## config.mk

```make
export PLATFORM = sky130hd
export DESIGN_NAME = scan_pattern_sequencer
export DESIGN_NICKNAME = d
export VERILOG_FILES = /design/src/rtl/scan_seq_pkg.sv /design/src/rtl/scan_cmp_unit.sv /design/src/rtl/scan_pattern_sequencer.sv
export SDC_FILE = /design/constraint.sdc
export NUM_CORES = 1
export LEC_CHECK = 0
export ABC_AREA = 0
export BUFFER_PORTS_ARGS = -buffer_cell sky130_fd_sc_hd__buf_2
export CAP_MARGIN = 30
export CORE_ASPECT_RATIO = 1.75
export CORE_UTILIZATION = 30
export DETAILED_ROUTE_END_ITERATION = 16
export PLACE_DENSITY = 0.61
export SLEW_MARGIN = 20
export SYNTH_ARGS = -nofsm -noshare
export SYNTH_HDL_FRONTEND = slang
export SYNTH_SLANG_ARGS = --single-unit
```

## constraint.sdc

```tcl
create_clock -name clock -period 2.1 [get_ports clock]
set_input_delay 0.21 -clock clock [delete_from_list [all_inputs] [get_ports clock]]
set_output_delay 0.21 -clock clock [all_outputs]
set_load 0.1 [all_outputs]
```

## src/rtl/scan_seq_pkg.sv

```systemverilog
// Shared types and constants for the scan pattern sequencer.
package scan_seq_pkg;

  typedef enum logic [1:0] {
    StIdle,
    StShift,
    StCapture,
    StDone
  } state_e;

  localparam int unsigned FAIL_CNT_W = 16;
  localparam logic [FAIL_CNT_W-1:0] FAIL_CNT_MAX = '1;

endpackage

```

## src/rtl/scan_cmp_unit.sv

```systemverilog
// Masked unload compare: sticky fail, saturating miscompare count, first-fail position.
module scan_cmp_unit
  import scan_seq_pkg::*;
#(
  parameter int unsigned CNT_W = 5
) (
  input  logic                  clock,
  input  logic                  reset,
  input  logic                  cmp_en,
  input  logic                  so_bit,
  input  logic                  exp_bit,
  input  logic [CNT_W-1:0]      pos,
  input  logic                  clear_fail,
  output logic                  fail,
  output logic [FAIL_CNT_W-1:0] fail_count,
  output logic [CNT_W-1:0]      first_fail_pos
);

  logic                  fail_q, fail_d;
  logic [FAIL_CNT_W-1:0] fail_count_q, fail_count_d;
  logic [CNT_W-1:0]      first_q, first_d;
  logic                  miscompare;

  assign miscompare = cmp_en & (so_bit != exp_bit);

  always_comb begin
    fail_d       = fail_q;
    fail_count_d = fail_count_q;
    first_d      = first_q;
    if (miscompare) begin
      // A new miscompare outranks clear_fail in the same cycle.
      fail_d = 1'b1;
      if (clear_fail) begin
        fail_count_d = FAIL_CNT_W'(1);
      end else if (fail_count_q != FAIL_CNT_MAX) begin
        fail_count_d = fail_count_q + FAIL_CNT_W'(1);
      end
      if (!fail_q || clear_fail) begin
        first_d = pos;
      end
    end else if (clear_fail) begin
      fail_d       = 1'b0;
      fail_count_d = '0;
    end
  end

  always_ff @(posedge clock or negedge reset) begin
    if (!reset) begin
      fail_q       <= 1'b0;
      fail_count_q <= '0;
      first_q      <= '0;
    end else begin
      fail_q       <= fail_d;
      fail_count_q <= fail_count_d;
      first_q      <= first_d;
    end
  end

  assign fail           = fail_q;
  assign fail_count     = fail_count_q;
  assign first_fail_pos = first_q;

endmodule

```

## src/rtl/scan_pattern_sequencer.sv

```systemverilog
// Scan pattern sequencer: shift-in stimulus / unload-compare, capture pulses, done handshake.
module scan_pattern_sequencer
  import scan_seq_pkg::*;
#(
  parameter int unsigned CHAIN_LEN      = 30,
  parameter int unsigned CAPTURE_CYCLES = 1,
  parameter int unsigned CNT_W          = $clog2(CHAIN_LEN + 1)
) (
  input  logic                  clock,
  input  logic                  reset,
  input  logic                  start,
  input  logic                  unload_only,
  input  logic [CHAIN_LEN-1:0]  load_data,
  input  logic [CHAIN_LEN-1:0]  exp_data,
  input  logic [CHAIN_LEN-1:0]  exp_mask,
  input  logic                  clear_fail,
  output logic                  ready,
  output logic                  scan_se,
  output logic                  scan_si,
  input  logic                  scan_so,
  output logic                  done,
  output logic                  fail,
  output logic [FAIL_CNT_W-1:0] fail_count,
  output logic [CNT_W-1:0]      first_fail_pos
);

  localparam logic [CNT_W-1:0] ShiftLast = CNT_W'(CHAIN_LEN - 1);
  localparam logic [1:0]       CapLast   = 2'(CAPTURE_CYCLES - 1);

  state_e                state_q, state_d;
  logic [CNT_W-1:0]      count_q, count_d;
  logic [1:0]            cap_q, cap_d;
  logic [CHAIN_LEN-1:0]  load_q, load_d;
  logic [CHAIN_LEN-1:0]  exp_q, exp_d;
  logic [CHAIN_LEN-1:0]  mask_q, mask_d;
  logic                  mode_q, mode_d;
  logic                  armed_q, armed_d;
  logic                  scan_se_q, scan_se_d;
  logic                  scan_si_q, scan_si_d;
  logic                  done_q, done_d;
  logic                  ready_q, ready_d;
  logic                  cmp_en;

  always_comb begin
    state_d = state_q;
    count_d = count_q;
    cap_d   = cap_q;
    load_d  = load_q;
    exp_d   = exp_q;
    mask_d  = mask_q;
    mode_d  = mode_q;
    armed_d = armed_q;
    unique case (state_q)
      StIdle: begin
        if (start) begin
          load_d  = load_data;
          exp_d   = exp_data;
          mask_d  = exp_mask;
          mode_d  = unload_only;
          count_d = '0;
          state_d = StShift;
        end
      end
      StShift: begin
        load_d  = load_q >> 1;
        exp_d   = exp_q >> 1;
        mask_d  = mask_q >> 1;
        count_d = count_q + CNT_W'(1);
        cap_d   = '0;
        if (count_q == ShiftLast) begin
          state_d = mode_q ? StDone : StCapture;
        end
      end
      StCapture: begin
        cap_d = cap_q + 2'd1;
        if (cap_q == CapLast) begin
          armed_d = 1'b1;
          state_d = StDone;
        end
      end
      StDone: begin
        // An unload-only pass leaves no fresh capture in the chain.
        if (mode_q) armed_d = 1'b0;
        state_d = StIdle;
      end
      default: state_d = StIdle;
    endcase

    // Outputs are decoded from next state so they come straight out of flops.
    scan_se_d = (state_d == StShift);
    scan_si_d = scan_se_d & load_d[0];
    done_d    = (state_d == StDone);
    ready_d   = (state_d == StIdle);
  end

  always_ff @(posedge clock or negedge reset) begin
    if (!reset) begin
      state_q   <= StIdle;
      count_q   <= '0;
      cap_q     <= '0;
      load_q    <= '0;
      exp_q     <= '0;
      mask_q    <= '0;
      mode_q    <= 1'b0;
      armed_q   <= 1'b0;
      scan_se_q <= 1'b0;
      scan_si_q <= 1'b0;
      done_q    <= 1'b0;
      ready_q   <= 1'b1;
    end else begin
      state_q   <= state_d;
      count_q   <= count_d;
      cap_q     <= cap_d;
      load_q    <= load_d;
      exp_q     <= exp_d;
      mask_q    <= mask_d;
      mode_q    <= mode_d;
      armed_q   <= armed_d;
      scan_se_q <= scan_se_d;
      scan_si_q <= scan_si_d;
      done_q    <= done_d;
      ready_q   <= ready_d;
    end
  end

  assign cmp_en  = (state_q == StShift) & armed_q & mask_q[0];
  assign ready   = ready_q;
  assign scan_se = scan_se_q;
  assign scan_si = scan_si_q;
  assign done    = done_q;

  scan_cmp_unit #(
    .CNT_W (CNT_W)
  ) u_cmp (
    .clock          (clock),
    .reset          (reset),
    .cmp_en         (cmp_en),
    .so_bit         (scan_so),
    .exp_bit        (exp_q[0]),
    .pos            (count_q),
    .clear_fail     (clear_fail),
    .fail           (fail),
    .fail_count     (fail_count),
    .first_fail_pos (first_fail_pos)
  );

endmodule

```

==> metrics, run 1 <==
MaxCap Viol Count 0; VDD IR max 0.559 mV; DRC Markers 0; Final Slew Violations 0; post-route design area 7740 sq um; fraction of layout cells with a size suffix above 1 29.7%; clock-pin slew of the registers on the worst-case setup and hold paths 0.06 ns; First-pass DRT Iterations 4; RSZ-0062 raised after global routing no; clock sinks 127; nets 820; die area 20700 sq um; post-synthesis sequential area ratio 52.6%; syn_nets 690; EDFF count, synth 0; HPWL after DPL 10.3 mm; crit path time final 1.96 ns; Lkg Pwr 3.59 nW; H-Tree Depth 4; Rel. slew slack 47.4%; slowest stage cell, crit path dfrtp_1; startpoint class of the critical path flop; Non-Filler Instances 973; Yosys reg bits 127; mapped cell area 6040 sq um; vias per inst 5.05; area post-placement 7150 sq um; vias in the first global route 4886; fmax 509 MHz; CP Class flop to flop; final hold vios 0; Post-Syn Area per Cell 10.3 sq um; total power 11.0 mW; max incr delay on CP 0.41 ns; Filler cells 1971; Final WS setup 0.137 ns; # IOs 122; library cells used by synthesis 49; clock root buffer clkbuf_16; Final Cycle Share 93.5%; initial core utilization 30.6%; Final ANT Viol Nets 0; Hold/Removal Path Class input port to flop; Synth top area share 52.2%; largest net degree at the start of global routing 60; area leader, netlist dfrtp_1; grt ovf 0; worst-margin pin slew 0.783 ns; status complete, no violations; Arr. time, crit path 2.27 ns; final wirelength 14.6 mm; CTS buffer count 17; final setup vio count 0; WHS 0.0230 ns; fraction of registers with async set/reset 100%; worst skew pair latency 0.41 ns; DR iter-0 viols 240; DR WL/cell 15.0 microns; first-pass GRT wire length 23.9 mm; Data required, critical path 2.40 ns; pre-CTS setup slack 0.0418 ns; critical path, cell by cell buf_4, inv_1, ha_1, buf_4, a32oi_1, a21boi_0, nor4_1; Die H 190 microns; # rows 68; core area 19700 sq um; Max FO, Critical Path 13; Largest delay share family, worst path buffers and inverters; synthesized instance count 584; Top FF cell, synth dfrtp_1; flop-to-flop setup slack 0.14 ns; Synth Warn # 0; GP Congestion 0.778; Clock Path Buffers 2; CTS tree built; Worst Setup End Kind flop; port buffer count 121; CP dominant cell by count buf_4; crit path buf inv count 3; Clock Skew 0.00647 ns; Global Route Usage Sum 15.0%; Cell Pwr Density 1420 nW/um^2; dpl cells 938; dominant cells by area after synthesis dfrtp_1 52%, mux2i_1 11%, a21oi_1 6.0%, nor2_1 4.8%, a22oi_1 2.4%; Die Width 109 microns; total number of vias 4909; initial antenna violation count 1; Area growth, synth to finish 28.2%
## cells by family after synthesis
| kind of cell | after synthesis | share of synthesized area [%] |
|---|---|---|
| simple gates | 156 | 12.0 |
| xor+xnor | 4 | 0.580 |
| mux | 77 | 13.0 |
| fa+ha+maj | 10 | 2.07 |
| buf+inv | 50 | 3.23 |
| flops | 127 | 52.6 |
| compound gates | 160 | 16.6 |
## state kept, by name (all words and copies together) (netlist names)
name,count
exp_q,30
load_q,30
mask_q,30
u_cmp.fail_count,16
count_q,5
u_cmp.first_fail_pos,5
cap_q,2
state_q,2
armed_q,1
done,1
mode_q,1
ready,1
scan_se,1
scan_si,1
u_cmp.fail,1
## layer usage
| metal | track usage (%) | vias to the layer above | share of wire [%] |
|---|---|---|---|
| met1 | 16.2 | 2386 | 40 |
| met5 | 0 | - | 0 |
| met2 | 26.9 | 109 | 54 |
| met3 | 3.94 | 21 | 4.0 |
| met4 | 6.62 | 0 | 2.4 |
| li1 | - | 2393 | - |
## final cells by class
type	instances	area (sq um)	share of cell area, %
Antenna cell	1	2.50	0.0323
Clock buffer	20	447	5.77
Clock inverter	12	119	1.53
Inverter	10	37.5	0.485
Multi-Input combinational cell	407	2720	35.1
Sequential cell	127	3220	41.6
Tap cell	245	307	3.96
Timing Repair Buffer	151	896	11.6
## power breakdown
part	internal (mW)	switching (mW)
sequential	3.43	0.570
combinational	1.82	2.32
clock	1.76	1.06
## worst reg2reg max path, cell delays in order (launching register included)
cell and delay (ns):
dfrtp_1 0.41, buf_4 0.17, inv_1 0.12, ha_1 0.30
buf_4 0.25, a32oi_1 0.11, a21boi_0 0.17, nor4_1 0.32
## path summary, 6_finish.rpt
path,from,end,cells after the start
setup / recovery,state_q[0]$_DFF_PN0_,scan_si$_DFF_PN0_,7
hold / removal,exp_mask[29],mask_q[29]$_DFFE_PN0P_,2
setup reg to reg,state_q[0]$_DFF_PN0_,scan_si$_DFF_PN0_,7
hold reg to reg,load_q[8]$_DFFE_PN0P_,load_q[8]$_DFFE_PN0P_,2
max in group asynchronous,reset,mask_q[23]$_DFFE_PN0P_,3
min in group asynchronous,reset,mask_q[16]$_DFFE_PN0P_,2
## cell usage after synthesis, types with 9 or more instances
cell type    n
ha_1        10
mux2_2      10
dfrtp_1    126
clkbuf_1    29
a21oi_1     73
o21ai_0     25
a221o_1      9
a22oi_1     19
nand2_1     27
mux2i_1     67
a22o_1      12
inv_1       10
nor2_1      77
nand4_1     10
## placed cells by master, fill, tap and decap left out, types with 2 or more instances in the layout
| cell type | Yosys | routed |
|---|---|---|
| dfrtp_2 | 0 | 7 |
| inv_1 | 10 | 9 |
| and3_1 | 2 | 2 |
| buf_4 | 0 | 23 |
| buf_6 | 0 | 2 |
| clkinv_2 | 0 | 7 |
| ha_1 | 10 | 9 |
| a21o_1 | 2 | 2 |
| clkbuf_16 | 0 | 17 |
| nor2b_1 | 4 | 3 |
| nand3_1 | 7 | 7 |
| xor2_1 | 3 | 3 |
| mux2i_1 | 67 | 67 |
| a22o_1 | 12 | 12 |
| buf_2 | 6 | 120 |
| nand2_1 | 27 | 27 |
| or4_1 | 7 | 6 |
| a21oi_1 | 73 | 71 |
| dfrtp_1 | 126 | 110 |
| clkinvlp_4 | 0 | 2 |
| a21oi_2 | 0 | 2 |
| nor3_1 | 5 | 5 |
| clkbuf_1 | 29 | 2 |
| o31ai_1 | 6 | 6 |
| o21ai_0 | 25 | 25 |
| a221o_1 | 9 | 9 |
| dfrtp_4 | 0 | 9 |
| mux2_2 | 10 | 9 |
| nor4_1 | 5 | 4 |
| nor2_1 | 77 | 77 |
| a22oi_1 | 19 | 19 |
| nand2b_1 | 2 | 2 |
| nand4_1 | 10 | 10 |
| dlygate4sd3_1 | 0 | 2 |
| bufinv_16 | 0 | 2 |
| and4_1 | 4 | 4 |
| buf_12 | 0 | 4 |
## metrics by stage
step,utilization [%],setup TNS (ns)
floorplan,-,-0.00395
global placement,36.2,0
detailed placement,36.2,0
CTS,39.2,0
global route,39.2,0
finish,39.2,0
## timing repair
action | 4_1_cts | 5_1_grt
endpoints found under the setup margin | 0 | 64
gates resized for setup | 0 | 4
hold endpoints to repair | 47 | 0
setup buffers | 0 | 0
hold buffers | 2 | 0
Note: power is estimated with default switching activity, not from simulation.
==> run 2: changes to the inputs <==
==> constraint.sdc (replaced) <==
create_clock -name clock -period 2.1 [get_ports clock]
set_input_delay 0.105 -clock clock [delete_from_list [all_inputs] [get_ports clock]]
set_output_delay 0.105 -clock clock [all_outputs]
set_load 0.1 [all_outputs]
==> run 2 against run 1 <==
  * Clock-buffer cell count rose by 5
  * Worst setup slack better by 0.020 ns
  * Sequential power barely moved
  * Global-route usage up 0.47 points
  * Cell area grew 8.1%
  * Critical endpoint is now u_cmp.fail_count[15]$_DFFE_PN0P_
==> metrics, run 2 (synthesis gave the netlist of run 1 again) <==
Data required, critical path 2.43 ns (was 2.40 ns); commonest cells after routing, fill and taps aside 120 x buf_2, 110 x dfrtp_1, 77 x nor2_1, 72 x a21oi_1, 67 x mux2i_1 (was 120 x buf_2, 110 x dfrtp_1, 77 x nor2_1, 71 x a21oi_1, 67 x mux2i_1); Global Route Usage Sum 15.5% (was 15.0%); CTS buffer count 17 (unchanged); Util after Layout 42.4% (was 39.2%); final wirelength 15.3 mm (was 14.6 mm); die area 20700 sq um (unchanged); CP Class flop to flop (unchanged); FF+latch area 3220 sq um (unchanged); clock-pin slew of the registers on the worst-case setup and hold paths 0.05 ns (was 0.06 ns); fmax 514 MHz (was 509 MHz); Final Slew Violations 0 (unchanged); area occupied by multi-input gates 2710 sq um (was 2720 sq um); startpoint class of the critical path flop (unchanged); grt ovf 0 (unchanged); vias in the first global route 5091 (was 4886); Final ANT Viol Nets 0 (unchanged); largest registers exp_q x30, load_q x30, mask_q x30 (unchanged); Worst Hold Depth 3 (was 2); most common cell after layout, fill and taps aside buf_2 (unchanged); # diodes 0 (was 1); post-route design area 8370 sq um (was 7740 sq um); Die Width 109 microns (unchanged); initial core utilization 30.6% (unchanged); flop-to-flop setup slack 0.16 ns (was 0.14 ns); core area 19700 sq um (unchanged); Area growth, synth to finish 38.5% (was 28.2%); DR iter-0 viols 281 (was 240); DR WL/cell 14.9 microns (was 15.0 microns); path depth of the worst reg2reg path 6 (was 7); initial antenna violation count 0 (was 1); worst skew pair latency 0.41 ns (about the same); area post-placement 7140 sq um (was 7150 sq um); Rel. slew slack 49.0% (was 47.4%); nets 875 (was 820); Max FO, Critical Path 6 (was 13); clock sinks 127 (unchanged); H-Tree Depth 4 (unchanged); Arr. time, crit path 2.27 ns (about the same); HPWL after DPL 10.4 mm (was 10.3 mm); Worst Setup End Kind flop (unchanged); largest net degree at the start of global routing 60 (unchanged); Final Cycle Share 92.6% (was 93.5%); Hold/Removal Path Class input port to flop (unchanged); crit path time final 1.94 ns (was 1.96 ns); HP Start exp_data[14] (was exp_mask[29]); # rows 68 (unchanged); fraction of layout cells with a size suffix above 1 26.8% (was 29.7%); Cell Pwr Density 1350 nW/um^2 (was 1420 nW/um^2); GP Congestion 0.763 (was 0.778); worst-margin pin slew 0.759 ns (was 0.783 ns); First-pass DRT Iterations 4 (unchanged); WHS Endpoint exp_q[14]$_DFFE_PN0P_ (was mask_q[29]$_DFFE_PN0P_); port buffer count 121 (unchanged); RSZ-0062 raised after global routing no (unchanged); final setup vio count 0 (unchanged); VDD IR max 0.573 mV (was 0.559 mV); # IOs 122 (unchanged); Die H 190 microns (unchanged); Lkg Pwr 3.84 nW (was 3.59 nW); CTS tree built (unchanged); final hold vios 0 (unchanged); vias per inst 4.92 (was 5.05); Clock Path Buffers 2 (unchanged); worst reg2reg path endpoint u_cmp.fail_count[15]$_DFFE_PN0P_ (was scan_si$_DFF_PN0_); DRC Markers 0 (unchanged); MaxCap Viol Count 0 (unchanged); clock root buffer clkbuf_16 (unchanged); Clock Skew 0.00854 ns (was 0.00647 ns); Filler cells 1952 (was 1971); R2R Path Start state_q[1]$_DFF_PN0_ (was state_q[0]$_DFF_PN0_); total number of vias 5045 (was 4909); first-pass GRT wire length 24.7 mm (was 23.9 mm); status complete, no violations (unchanged)
run 2: what timing repair did:
item,4_1_cts,5_1_grt
gates resized for setup,0,4
hold buffers,59,0
endpoints found under the hold margin,102,0
buffers inserted,0,0
setup endpoints to repair,0,48
run 2: power by group:
| part | internal [mW] | switching, mW | total [mW] |
|---|---|---|---|
| clock | 2.10 | 1.01 | 3.12 |
| combinational | 1.88 | 2.32 | 4.20 |
| sequential | 3.43 | 0.585 | 4.02 |
run 2: critical path, stage by stage, from the launching register on:
cell and delay (ns):
dfrtp_1 0.37, inv_1 0.10, ha_4 0.15, nand4_1 0.08, or4_4 0.53, or4_1 0.48
a21oi_1 0.15
run 2: worst max path at each step:
stage                     slack, ns  depth (start not counted)                            start                          endpoint
after detailed placement       0.08                          6             state_q[1]$_DFF_PN0_  u_cmp.fail_count[15]$_DFFE_PN0P_
after CTS                      0.06                          6             state_q[1]$_DFF_PN0_  u_cmp.fail_count[15]$_DFFE_PN0P_
final                          0.16                          6             state_q[1]$_DFF_PN0_  u_cmp.fail_count[15]$_DFFE_PN0P_
after global placement         0.08                          6             state_q[1]$_DFF_PN0_             mask_q[0]$_DFFE_PN0P_
after global routing           0.04                          6             state_q[1]$_DFF_PN0_  u_cmp.fail_count[15]$_DFFE_PN0P_
after floorplan              -0.004                          5  u_cmp.fail_count[2]$_DFFE_PN0P_  u_cmp.fail_count[15]$_DFFE_PN0P_
run 2: final cells by class:
type / instances / area share, %
Sequential cell: 127 / 38.5
Multi-Input combinational cell: 407 / 32.4
Timing Repair Buffer: 206 / 17.5
Clock buffer: 25 / 5.92
Tap cell: 245 / 3.66
Clock inverter: 5 / 1.52
Inverter: 10 / 0.448
run 2: layer usage:
metal | GRT usage (%) | wire length [microns] | share of wire (%)
met4 | 6.21 | 255 | 1.7
met3 | 3.63 | 617 | 4.0
met2 | 28.1 | 8420 | 55
met1 | 17.0 | 5960 | 39
met5 | 0 | 0 | 0
run 2: through the flow:
step                setup WS (ns)  TNS (ns)  hold WS [ns]  total power [mW]  cells
finish                      0.156         0        0.0141              11.3   1025
global route               0.0407         0       0.00591              12.2   1025
CTS                        0.0619         0      0.000951              11.5   1025
detailed placement         0.0791         0        0.0753              8.21    936
global placement           0.0785         0        0.0728              8.10    936
floorplan                -0.00395  -0.00395        -0.191              7.10    584
